--- src/rtl/tdc_meas_sequencer_if.sv ---
// rtl/tdc_meas_sequencer_if.sv - result handshake bundle between the TDC sequencer and the digital core
//
// Purpose: carries one encoded delay measurement from the sequencer (master)
// to the consumer (slave) with a valid/ready handshake.
// Signals:
//   result        N_OUT  encoded delay count (0..N_TDC)
//   overflow      1      qualifies result: edge passed the whole chain
//   result_valid  1      result available
//   result_ready  1      consumer accepts result
interface tdc_meas_sequencer_if #(
  parameter int N_OUT = 6
);
  logic [N_OUT-1:0] result;
  logic             overflow;
  logic             result_valid;
  logic             result_ready;

  modport master (output result, output overflow, output result_valid, input result_ready);
  modport slave  (input result, input overflow, input result_valid, output result_ready);
endinterface

--- src/rtl/tdc_meas_sequencer.sv ---
// rtl/tdc_meas_sequencer.sv - sequences one TDC delay-chain measurement per request
//
// Purpose: per request, presets the chain phase-reverse flops (first
// measurement after reset/disable only), launches an edge into the chain,
// waits max(settle_cyc,1) cycles, captures and encodes the flop vector to a
// run-length count, pulses the phase-reverse clock, then holds the result
// until the consumer accepts it.
// Ports:
//   clk, rstb          clock (posedge) and async active-low reset
//   en                 block enable; low aborts to IDLE and re-arms preset
//   start              measurement request, sampled in IDLE only
//   settle_cyc         settle length, sampled on leaving LAUNCH
//   tdc_therm          captured chain flops, bit0 = first delay unit
//   tdc_pstb           active-low preset to the phase-reverse flops
//   tdc_launch         chain input, toggles once per measurement
//   tdc_ph_rev_clk     one-cycle phase-reverse update pulse
//   busy               high in every state except IDLE
//   res                result/overflow/valid/ready handshake (master side)
module tdc_meas_sequencer #(
  parameter int N_TDC = 32,
  parameter int N_OUT = $clog2(N_TDC + 1),
  parameter int CYC_W = 8
) (
  input  logic                      clk,
  input  logic                      rstb,
  input  logic                      en,
  input  logic                      start,
  input  logic [CYC_W-1:0]          settle_cyc,
  input  logic [N_TDC-1:0]          tdc_therm,
  output logic                      tdc_pstb,
  output logic                      tdc_launch,
  output logic                      tdc_ph_rev_clk,
  output logic                      busy,
  tdc_meas_sequencer_if.master      res
);

  typedef enum logic [2:0] {
    S_IDLE, S_PRESET, S_LAUNCH, S_SETTLE, S_CAPTURE, S_ROTATE, S_HOLD
  } state_t;

  state_t           state;
  logic             first_meas;
  logic             pol;
  logic [CYC_W-1:0] settle_cnt;

  logic [N_TDC-1:0] code;
  logic [N_OUT-1:0] run_len;
  logic             run;

  // The chain alternates launch polarity, so the captured vector is
  // normalised to "1 = edge passed" before counting. Only the unbroken run
  // of ones from bit0 counts; bubbles above the first zero are ignored.
  always_comb begin
    code    = tdc_therm ^ {N_TDC{~pol}};
    run_len = '0;
    run     = 1'b1;
    for (int i = 0; i < N_TDC; i++) begin
      if (run && code[i]) run_len = run_len + 1'b1;
      else                run     = 1'b0;
    end
  end

  always_ff @(posedge clk or negedge rstb) begin
    if (!rstb) begin
      state            <= S_IDLE;
      first_meas       <= 1'b1;
      pol              <= 1'b0;
      settle_cnt       <= '0;
      tdc_pstb         <= 1'b0;
      tdc_launch       <= 1'b0;
      tdc_ph_rev_clk   <= 1'b0;
      busy             <= 1'b0;
      res.result       <= '0;
      res.result_valid <= 1'b0;
      res.overflow     <= 1'b0;
    end else if (!en) begin
      // Abort: chain back into preset, next measurement presets again.
      // Launch level and last result are deliberately left alone.
      state            <= S_IDLE;
      first_meas       <= 1'b1;
      tdc_pstb         <= 1'b0;
      tdc_ph_rev_clk   <= 1'b0;
      busy             <= 1'b0;
      res.result_valid <= 1'b0;
    end else begin
      case (state)
        S_IDLE: begin
          tdc_pstb <= 1'b1;
          if (start) begin
            busy <= 1'b1;
            if (first_meas) begin
              state    <= S_PRESET;
              tdc_pstb <= 1'b0;
            end else begin
              state <= S_LAUNCH;
            end
          end
        end
        S_PRESET: begin
          tdc_pstb   <= 1'b1;
          first_meas <= 1'b0;
          state      <= S_LAUNCH;
        end
        S_LAUNCH: begin
          tdc_launch <= ~tdc_launch;
          pol        <= ~tdc_launch;
          settle_cnt <= (settle_cyc == '0) ? CYC_W'(1) : settle_cyc;
          state      <= S_SETTLE;
        end
        S_SETTLE: begin
          if (settle_cnt <= CYC_W'(1)) state <= S_CAPTURE;
          else                         settle_cnt <= settle_cnt - 1'b1;
        end
        S_CAPTURE: begin
          res.result     <= run_len;
          res.overflow   <= &code;
          tdc_ph_rev_clk <= 1'b1;
          state          <= S_ROTATE;
        end
        S_ROTATE: begin
          tdc_ph_rev_clk   <= 1'b0;
          res.result_valid <= 1'b1;
          state            <= S_HOLD;
        end
        S_HOLD: begin
          if (res.result_ready) begin
            res.result_valid <= 1'b0;
            busy             <= 1'b0;
            state            <= S_IDLE;
          end
        end
        default: state <= S_IDLE;
      endcase
    end
  end

endmodule

--- src/flat_wrapper.sv ---
// flat-port wrapper written by rule: the top's interface ports become plain ports
module tdc_meas_sequencer_flat 
#(
  parameter int N_TDC = 32,
  parameter int N_OUT = $clog2(N_TDC + 1),
  parameter int CYC_W = 8
)
  (clk, rstb, en, start, settle_cyc, tdc_therm, tdc_pstb, tdc_launch, tdc_ph_rev_clk, busy, res_result, res_overflow, res_result_valid, res_result_ready);
  tdc_meas_sequencer_if #(.N_OUT(N_OUT)) res_i ();
  input  logic clk;
  input  logic rstb;
  input  logic en;
  input  logic start;
  input  logic [CYC_W-1:0] settle_cyc;
  input  logic [N_TDC-1:0] tdc_therm;
  output logic tdc_pstb;
  output logic tdc_launch;
  output logic tdc_ph_rev_clk;
  output logic busy;
  output wire logic [$bits(res_i.result)-1:0] res_result;
  output wire logic [$bits(res_i.overflow)-1:0] res_overflow;
  output wire logic [$bits(res_i.result_valid)-1:0] res_result_valid;
  input wire logic [$bits(res_i.result_ready)-1:0] res_result_ready;
  assign res_result = res_i.result;
  assign res_overflow = res_i.overflow;
  assign res_result_valid = res_i.result_valid;
  assign res_i.result_ready = res_result_ready;
  tdc_meas_sequencer #(.N_TDC(N_TDC), .N_OUT(N_OUT), .CYC_W(CYC_W)) u_core (.clk(clk), .rstb(rstb), .en(en), .start(start), .settle_cyc(settle_cyc), .tdc_therm(tdc_therm), .tdc_pstb(tdc_pstb), .tdc_launch(tdc_launch), .tdc_ph_rev_clk(tdc_ph_rev_clk), .busy(busy), .res(res_i));
endmodule
--- config.mk ---
export PLATFORM = sky130hd
export DESIGN_NAME = tdc_meas_sequencer_flat
export DESIGN_NICKNAME = d
export VERILOG_FILES = /design/src/rtl/tdc_meas_sequencer_if.sv /design/src/rtl/tdc_meas_sequencer.sv /design/src/flat_wrapper.sv
export SDC_FILE = /design/constraint.sdc
export NUM_CORES = 1
export LEC_CHECK = 0
export CAP_MARGIN = 20
export CORE_MARGIN = 2
export CORE_UTILIZATION = 45
export CTS_CLUSTER_SIZE = 12
export DETAILED_ROUTE_END_ITERATION = 10
export MAX_ROUTING_LAYER = met4
export PLACE_DENSITY_LB_ADDON = 0.08
export SYNTH_ARGS = -nofsm -noshare
export SYNTH_HDL_FRONTEND = slang
export SYNTH_SLANG_ARGS = --single-unit
export TNS_END_PERCENT = 20
--- constraint.sdc ---
create_clock -name clk -period 21 [get_ports clk]
set_clock_uncertainty 0.2 [all_clocks]
set_input_delay 4.2 -clock clk [delete_from_list [all_inputs] [get_ports clk]]
set_output_delay 4.2 -clock clk [all_outputs]
set_load 0.05 [all_outputs]
==> qor.txt, run 1 <==
Status: finished, final reports clean
PwrDens: 74.9 nW/um^2
Sequential element share of the synthesized area: 0.0988
Tmin final: 19.62 ns
Grt total ovfl: 0
Hold_buf cts: 0
GR Util met3: 0.0118
CP max FO: 10
Worst slew margin: 0.382
Residual DRC count: 0
GR peak layer: met2
Routed len/inst: 16.1 microns
Met2 GRT Util: 0.443
Fin Setup TNS: 0 ns
I/O Buffers: 56
RSZ-0062 raised after global routing: no
Fraction of registers with async set/reset: 1.00
Die Area: 14500 sq um
Drt first pass iters: 6
Total GRT Usage: 0.246
Final Hold Fails: 0
CP max-delay cell: clkdlybuf4s50_1
First-pass GRT wire length: 29.1 mm
DRT antenna net count: 0
# fillers: 1333
Root buf cell: clkbuf_16
Leak: 2.69 nW
Drt via density: 6.08
Post-CTS Resized: 0
Row count: 42
Critical Path RT: 20.95 ns
Fin. max-slew vios: 0
Ant diodes: 0
Top_reg_cell synth: dfrtp_1
Most frequent cell on the critical path: ha_1
Worst Tran Pin Value: 0.904 ns
Net count reported at finish: 984
Highest clock rate: 51.0 MHz
Total core area: 13200 sq um
Largest net degree at the start of global routing: 40
Die X: 120 microns
Cell variety after synth: 83
Critical Path Sink Type: flop
# Post-CTS Setup Buffers: 0
Worst Setup Path Type: input pin to flop
Syn Std Cell Area: 6090 sq um
Pre-CTS setup slack: 1.06 ns
FF+latch count, synth: 24
Routability congestion estimate from global placement: 0.970
Hold WC Path Type: flop to flop
Synth-to-layout area growth: 12.7%
WL final: 17.4 mm
Clock Sinks: 24
Vias in the first global route: 6227
Startpoint Class: input pin
CP arrival: 19.56 ns
H-Tree Level Count: 1
Starting Density: 0.460
Syn_nets: 955
Syn avg cell area: 6.93 sq um
Worst setup margin: 1.38 ns
Period Utilization, post-route: 0.934
CTS tree: done
Detail Placement HPWL: 13.9 mm
DRT iter0 DRCs: 482
Clock transition at path regs: 0.07 ns
Worst skew pair latency: 0.27 ns
CP max stage delay: 0.59 ns
Via Count: 6582
Number of synthesized flops with an enable pin: 0
MaxCap Viol Count: 0
Ys Warns: 0
CTS buffer count: 3
Max Root-Sink Buffers: 2
Max VDD drop: 62.6 uV
Layout cells sized above 1: 0.0639
# IOs: 57
DIE HEIGHT: 120 microns
Gate Count Post-Synth: 879
Initial antenna violation count: 0
GR Layer Usage met1: 0.296
Final setup vio count: 0
==> final timing paths <==
check | startpoint | to | slack, ns | cells past startpoint
worst max register to register | u_core.tdc_launch | u_core.res.result[5] | 5.05 | 77
worst min-delay path | u_core.settle_cnt[7] | u_core.settle_cnt[7] | 0.29 | 2
min in group asynchronous | rstb | u_core.settle_cnt[0] | 4.09 | 2
worst max-delay path | tdc_therm[2] | u_core.res.result[5] | 1.38 | 78
max in group asynchronous | rstb | u_core.first_meas | 16.22 | 2
worst min register to register | u_core.settle_cnt[7] | u_core.settle_cnt[7] | 0.29 | 2
==> layer usage <==
metal,part of all wire,wire [microns]
met1,0.44,7620
met5,0,0
met2,0.51,8860
met3,0.031,533
met4,0.022,379
==> layout make-up <==
| type | instances | area [sq um] | share of cell area |
|---|---|---|---|
| clock buffer | 3 | 75.1 | 0.0109 |
| clock inverter | 1 | 30.0 | 0.00437 |
| inverter | 36 | 135 | 0.0197 |
| multi-input combinational | 782 | 5200 | 0.758 |
| sequential | 24 | 603 | 0.0879 |
| tap | 176 | 220 | 0.0321 |
| timing repair buffer | 61 | 598 | 0.0871 |
==> worst max-delay path, delay by kind of cell <==
| kind | cells | cell delay (ns) |
|---|---|---|
| AO/OA/AOI/OAI | 26 | 4.31 |
| XOR/XNOR | 6 | 1.22 |
| adder cells (fa/ha/maj) | 13 | 3.86 |
| buffers and inverters | 4 | 0.87 |
| multiplexers | 13 | 2.79 |
| AND/OR/NAND/NOR | 16 | 2.27 |
==> cell usage after synthesis (all sizes together) (17+ instances only) <==
library cell | number | share of area
nand2 | 112 | 0.069
o21ai | 87 | 0.071
nor2 | 76 | 0.048
a21oi | 64 | 0.053
xnor2 | 45 | 0.077
nand3 | 38 | 0.031
inv | 36 | 0.022
ha | 31 | 0.064
xor2 | 29 | 0.042
nor3 | 28 | 0.024
clkbuf | 27 | 0.017
mux2i | 27 | 0.046
dfrtp | 23 | 0.094
and2 | 17 | 0.018
nand2b | 17 | 0.017
==> placed cells by master (no fill, tap or decap), types with 5 or more instances in the layout <==
cell and instances:
ha_1 31, buf_4 5, mux2_2 11, or2_2 7, inv_1 36, mux2i_1 26, nand3_1 38, nand2_1 112
a22oi_1 6, o31ai_1 7, nor3_1 27, nor4_1 13, nand4_1 5, nor2b_1 13, nor2_1 74, xnor3_1 5
o22ai_1 8, xnor2_2 6, a211oi_1 5, xnor2_1 37, a31oi_1 12, o21ai_1 7, o21a_1 5, o21ai_0 80
xor2_1 29, a21o_1 11, a21boi_0 6, and3_1 12, or3_1 11, nand2b_1 17, and2_1 16, a21oi_1 62
clkdlybuf4s50_1 56, dfrtp_1 22
==> metrics by stage <==
stage	util	power, mW	cell area [sq um]	hold WS (ns)	instances
after floorplan	-	0.363	6090	0.241	879
after global placement	0.510	0.442	6750	0.254	1079
after detailed placement	0.510	0.452	6750	0.272	1079
after CTS	0.517	0.512	6850	0.288	1083
after global routing	0.518	0.564	6860	0.315	1083
final	0.518	0.514	6860	0.287	1083
==> power breakdown <==
group | total (mW) | internal [mW] | switching, mW
Combinational | 0.370 | 0.143 | 0.228
Clock | 0.0563 | 0.0380 | 0.0183
Sequential | 0.0879 | 0.0605 | 0.0274
Total | 0.514 | 0.241 | 0.273
==> cells by family after synthesis <==
family,count (synthesis),synth area share
AND/OR/NAND/NOR,371,0.303
AO/OA/AOI/OAI,261,0.274
XOR/XNOR,81,0.145
buffers and inverters,73,0.0491
multiplexers,38,0.0667
adder cells (fa/ha/maj),31,0.0637
flip-flops,24,0.0988
==> sequential cells by signal, summed over array words and instances (netlist names) <==
register,count
u_core.tdc_pstb,1
u_core.tdc_ph_rev_clk,1
u_core.res.result_valid,1
u_core.res.overflow,1
u_core.settle_cnt,8
u_core.first_meas,1
u_core.state,3
u_core.busy,1
u_core.res.result,6
u_core.tdc_launch,1
No activity file was read; power rests on OpenSTA's default activity.
==> inputs of run 2 (changes only) <==
--- a/config.mk
+++ b/config.mk
@@ -8,6 +8,7 @@
 export CAP_MARGIN = 20
 export CORE_MARGIN = 2
 export CORE_UTILIZATION = 45
+export CTS_CLUSTER_DIAMETER = 40
 export CTS_CLUSTER_SIZE = 12
 export DETAILED_ROUTE_END_ITERATION = 10
 export MAX_ROUTING_LAYER = met4
==> results of run 2 <==
The final DEF is identical to that of run 1; final timing and power are the same.
